**config.mk**
```make
export PLATFORM = sky130hd
export DESIGN_NAME = syn_syscall
export DESIGN_NICKNAME = d
export VERILOG_FILES = /design/src/rtl/syn_syscall.sv
export SDC_FILE = /design/constraint.sdc
export NUM_CORES = 1
export LEC_CHECK = 0
export CELL_PAD_IN_SITES_DETAIL_PLACEMENT = 1
export CELL_PAD_IN_SITES_GLOBAL_PLACEMENT = 1
export CORE_ASPECT_RATIO = 1.2
export CORE_UTILIZATION = 33
export CTS_CLUSTER_DIAMETER = 120
export DETAILED_ROUTE_END_ITERATION = 10
export PLACE_DENSITY_LB_ADDON = 0.15
export SYNTH_ARGS = -nofsm -noshare
export SYNTH_HDL_FRONTEND = slang
export SYNTH_SLANG_ARGS = --single-unit
```
**constraint.sdc**
```tcl
create_clock -name clk -period 2.8 [get_ports clk]
set_clock_uncertainty 0.05 [all_clocks]
set_input_delay 0.42 -clock clk [delete_from_list [all_inputs] [get_ports clk]]
set_output_delay 0.42 -clock clk [all_outputs]
set_load 0.02 [all_outputs]
```
**src/rtl/syn_syscall.sv**
```systemverilog
// Syscall retire unit: decodes the service code at retire, stalls the
// pipeline for display / pause / exit services and counts accepted syscalls.
module syn_syscall #(
  parameter int DISP_HOLD = 4,
  parameter int CNT_W     = 16
) (
  input  logic             clk,
  input  logic             rst,
  input  logic             en,
  input  logic [31:0]      v0,
  input  logic [31:0]      a0,
  input  logic             resume,
  output logic             stall,
  output logic             halted,
  output logic [31:0]      disp_val,
  output logic             disp_we,
  output logic [CNT_W-1:0] sys_cnt
);

  typedef enum logic [1:0] {
    IDLE  = 2'd0,
    DISP  = 2'd1,
    PAUSE = 2'd2,
    HALT  = 2'd3
  } state_t;

  localparam logic [31:0] SVC_PRINT_INT = 32'd1;
  localparam logic [31:0] SVC_PRINT_HEX = 32'd34;
  localparam logic [31:0] SVC_EXIT      = 32'd10;
  localparam logic [31:0] SVC_PAUSE     = 32'd50;
  localparam logic [7:0]  HOLD_INIT     = 8'(DISP_HOLD - 1);

  state_t           state_q, state_d;
  logic [7:0]       hold_q, hold_d;
  logic             stall_q, stall_d;
  logic             halted_q, halted_d;
  logic [31:0]      disp_val_q, disp_val_d;
  logic             disp_we_q, disp_we_d;
  logic [CNT_W-1:0] cnt_q, cnt_d;

  // Next-state and next-output decode; only IDLE accepts a syscall.
  always_comb begin
    state_d    = state_q;
    hold_d     = hold_q;
    stall_d    = stall_q;
    halted_d   = halted_q;
    disp_val_d = disp_val_q;
    disp_we_d  = 1'b0;
    cnt_d      = cnt_q;
    case (state_q)
      IDLE: begin
        if (en) begin
          if (cnt_q != {CNT_W{1'b1}}) begin
            cnt_d = cnt_q + CNT_W'(1);
          end
          if (v0 == SVC_EXIT) begin
            state_d  = HALT;
            stall_d  = 1'b1;
            halted_d = 1'b1;
          end else if (v0 == SVC_PRINT_INT || v0 == SVC_PRINT_HEX) begin
            state_d    = DISP;
            disp_val_d = a0;
            disp_we_d  = 1'b1;
            hold_d     = HOLD_INIT;
            stall_d    = 1'b1;
          end else if (v0 == SVC_PAUSE) begin
            state_d = PAUSE;
            stall_d = 1'b1;
          end
        end
      end
      DISP: begin
        // hold_q counts the remaining stalled cycles after the current one
        if (hold_q == 8'd0) begin
          state_d = IDLE;
          stall_d = 1'b0;
        end else begin
          hold_d = hold_q - 8'd1;
        end
      end
      PAUSE: begin
        if (resume) begin
          state_d = IDLE;
          stall_d = 1'b0;
        end
      end
      HALT: begin
        state_d = HALT;
      end
      default: begin
        state_d = IDLE;
        stall_d = 1'b0;
      end
    endcase
  end

  // State and output registers, cleared asynchronously.
  always_ff @(posedge clk or posedge rst) begin
    if (rst) begin
      state_q    <= IDLE;
      hold_q     <= 8'd0;
      stall_q    <= 1'b0;
      halted_q   <= 1'b0;
      disp_val_q <= 32'd0;
      disp_we_q  <= 1'b0;
      cnt_q      <= '0;
    end else begin
      state_q    <= state_d;
      hold_q     <= hold_d;
      stall_q    <= stall_d;
      halted_q   <= halted_d;
      disp_val_q <= disp_val_d;
      disp_we_q  <= disp_we_d;
      cnt_q      <= cnt_d;
    end
  end

  assign stall    = stall_q;
  assign halted   = halted_q;
  assign disp_val = disp_val_q;
  assign disp_we  = disp_we_q;
  assign sys_cnt  = cnt_q;

endmodule

```
==> reports/metrics.yaml <==
sta:
  finalSetupViolCount: 0
  report.final.slew_viol_count: 0
  max-slew-margin-rel: 0.565
  max_freq_mhz: 409
  fin_setup_tns_ns: 0
  period_minus_slack_ns: 2.45
  hold_viol_final: 0
  rsz0062_at_grt: "no"
  fin_crit_sh: 0.874
  worst_pin_slew_ns: 0.647
die:
  core_um2: 8700
  start_util: 0.345
  die_w_um: 89.1
  die_h_um: 107
  rows: 37
  pin_count: 119
  die_area_um2: 9500
power_and_ir_drop:
  leakagePower_nw: 1.97
  seqPwrFrac: 0.418
  combPwrFrac: 0.217
  p_int_w: 0.00171
  peakVddDrop_v: 0.000338
  power_density_nw_per_um2: 526
  swShare: 0.286
  pwr-share-clk: 0.365
  finalPower_w: 0.00240
  switchingPower_w: 0.000686
critical_path:
  slowest_stage: "dfrtp_1"
  critical_path.top_delay_family: "simple AND/OR/NAND/NOR gates"
  cp_slowest_stage_delay_ns: 0.42
  start_kind: "flop"
  endpoint_kind: "flop"
  critPathBufInv: 2
  cp_cell_sequence: "inv_1 > ha_1 > and2_1 > and4_1 > and3_1 > buf_12 > mux2_2"
  worstPathMaxFanout: 34
  path_class: "flop to flop"
  worstPathRequired_ns: 2.96
  arrival_ns: 2.61
yosys:
  ys_warn_count: 0
  ys_seq_area_frac: 0.508
  synth_area_per_cell_um2: 12.0
  synth_area_um2: 3010
  synth.area.top_cells: "dfrtp_1, mux2_2, ha_1"
  synth_top_area_frac: 0.508
  synth_flop_cell: "dfrtp_1"
  async_flop_share: 1.00
  synthesis.instances: 250
  ys_seq_elements: 61
  syn-num-nets: 325
  yosysTopAreaCell: "dfrtp_1"
  synth_cell_types: 56
  synth_edf_count: 0
drt:
  ant_nets: 0
  num_vias: 2536
  first_pass_iters: 4
  drt_iter0_markers: 77
  wl_per_cell_um: 15.2
  post-route-drc-count: 0
  post_drt_via_cell_ratio: 5.05
  wl_mm: 7.65
global_routing:
  first_global_vias: 2701
  grt-busiest-layer: "met2"
  grt_pass1_wl_mm: 12.9
  gr-usage-met3: 0.0474
  grt-ovfl-total: 0
  antenna_found_initial: 0
  grt_use_total: 0.173
  grt_max_degree: 42
  gr-usage-met1: 0.213
  use_met2: 0.291
clock_network:
  cts_tree: "yes"
  cts_buffers: 9
  h-tree-depth: 3
  clkSinkCount: 61
  cts.clk_slew.worst_paths_ns: 0.08
  cts_hold_buf: 0
  cts_resized: 0
  clock_latency_ns: 0.34
  cts_max_path_buffers: 2
  cts_setup_buffers: 0
  cts-root-buf: "clkbuf_8"
cells_and_area:
  area_growth_pct: 51.8
  n_fill_cell: 979
  nets: 455
  drive_above_1_share: 0.171
  antenna_cells: 0
  seq_area_um2: 1530
  multi_input_area_um2: 1360
  finish.instance_area_um2: 4560
flow_run:
  drv_cap: 0
worst_hold_path:
  hold_class: "input port to asynchronous set/reset pin"
status:
  outcome: "finished clean"
placed_design:
  io_buffers: 118
  place_congestion: 0.738
  placedInstanceArea_um2: 4340
  hpwlAfterDp_mm: 5.86
flip-flops by register name, indices dropped and copies added, names as in the netlist:
register	cells
sys_cnt	16
disp_we	1
stall	1
state_q	2
hold_q	8
disp_val	32
halted	1
kinds of logic (layout without fill, tap and decap cells):
| family | Yosys count | after routing | synth area share |
|---|---|---|---|
| XOR/XNOR | 13 | 13 | 0.0379 |
| flip-flops | 61 | 61 | 0.508 |
| AND/OR/NAND/NOR | 84 | 84 | 0.166 |
| multiplexers | 34 | 34 | 0.127 |
| adder cells (fa/ha/maj) | 7 | 7 | 0.0291 |
| AO/OA/AOI/OAI | 34 | 34 | 0.0928 |
| buffers and inverters | 17 | 152 | 0.0399 |
synthesized netlist by cell type, drive strengths merged, types with 5 or more instances:
library cell	count
xnor2	10
mux2	33
nor4	8
inv	9
nand2	9
nand3	13
ha	7
dfrtp	61
nand4	9
o21ai	6
nor2	16
a21oi	5
layout make-up:
class	count	area share
timing repair buffer	127	0.279
sequential	61	0.335
multi-input combinational	172	0.298
clock buffer	10	0.0280
tap	117	0.0321
clock inverter	6	0.0208
inverter	9	0.00740
layer usage:
| layer | wire length [um] | vias up |
|---|---|---|
| met4 | 115 | 0 |
| met1 | 3160 | 1231 |
| met5 | 0 | - |
| met2 | 3740 | 105 |
| met3 | 623 | 9 |
| li1 | - | 1191 |
worst reg2reg max path, cell delays in order, from the launching register on:
cell and delay [ns]:
dfrtp_1 0.42, inv_1 0.10, ha_1 0.26, and2_1 0.34, and4_1 0.31, and3_1 0.25
buf_12 0.23, mux2_2 0.37
stage by stage:
stage | cells | hold slack (ns) | setup slack [ns] | utilization
finish | 502 | 0.370 | 0.354 | 0.524
global route | 502 | 0.399 | 0.226 | 0.524
CTS | 502 | 0.378 | 0.347 | 0.524
detailed placement | 486 | 0.411 | 0.0338 | 0.499
global placement | 486 | 0.417 | 0.0541 | 0.499
floorplan | 250 | 0.447 | 0.589 | -
power by group through the flow:
stage | logic (W) | clock network, W | registers, W
6_report | 0.000521 | 0.000876 | 0.00100
3_5_place_dp | 0.000525 | 0 | 0.00102
2_1_floorplan | 0.000205 | 0 | 0.00106
3_3_place_gp | 0.000515 | 0 | 0.00102
5_1_grt | 0.000575 | 0.000937 | 0.00102
4_1_cts | 0.000530 | 0.000905 | 0.00100
layout by cell type (no fill, tap or decap), types with 2 or more instances in the layout:
cell | Yosys | final
clkdlybuf4s50_1 | 0 | 118
dfrtp_1 | 61 | 61
mux2_2 | 30 | 30
nor2_1 | 15 | 15
nand3_1 | 13 | 13
xnor2_1 | 10 | 10
nand2_1 | 9 | 9
nand4_1 | 9 | 9
clkbuf_8 | 0 | 9
nor4_1 | 8 | 8
inv_1 | 9 | 8
ha_1 | 7 | 7
buf_4 | 0 | 7
o21ai_0 | 5 | 5
a21oi_1 | 5 | 5
and4_1 | 3 | 3
and3_1 | 3 | 3
mux2_1 | 3 | 3
nor3b_1 | 3 | 3
nor3_1 | 3 | 3
a211o_1 | 3 | 3
xor2_1 | 3 | 3
clkinv_4 | 0 | 3
a31o_2 | 2 | 2
a31oi_1 | 2 | 2
nand4b_1 | 2 | 2
or4_1 | 2 | 2
nor2b_1 | 2 | 2
o2bb2ai_1 | 2 | 2
bufinv_16 | 0 | 2
buf_12 | 3 | 2
path summary, 6_finish.rpt:
check / startpoint / endpoint / slack [ns] / depth (start not counted)
max: state_q[0]$_DFFE_PP0P_ / disp_val[31]$_DFFE_PP0P_ / 0.35 / 7
min: rst / disp_val[23]$_DFFE_PP0P_ / 0.37 / 2
max reg2reg: state_q[0]$_DFFE_PP0P_ / disp_val[31]$_DFFE_PP0P_ / 0.35 / 7
min reg2reg: halted$_DFFE_PP0P_ / halted$_DFFE_PP0P_ / 0.43 / 1
max in group asynchronous: rst / disp_val[30]$_DFFE_PP0P_ / 1.73 / 3
min in group clk: halted$_DFFE_PP0P_ / halted$_DFFE_PP0P_ / 0.43 / 1
Note: power is estimated with default switching activity, not from simulation.
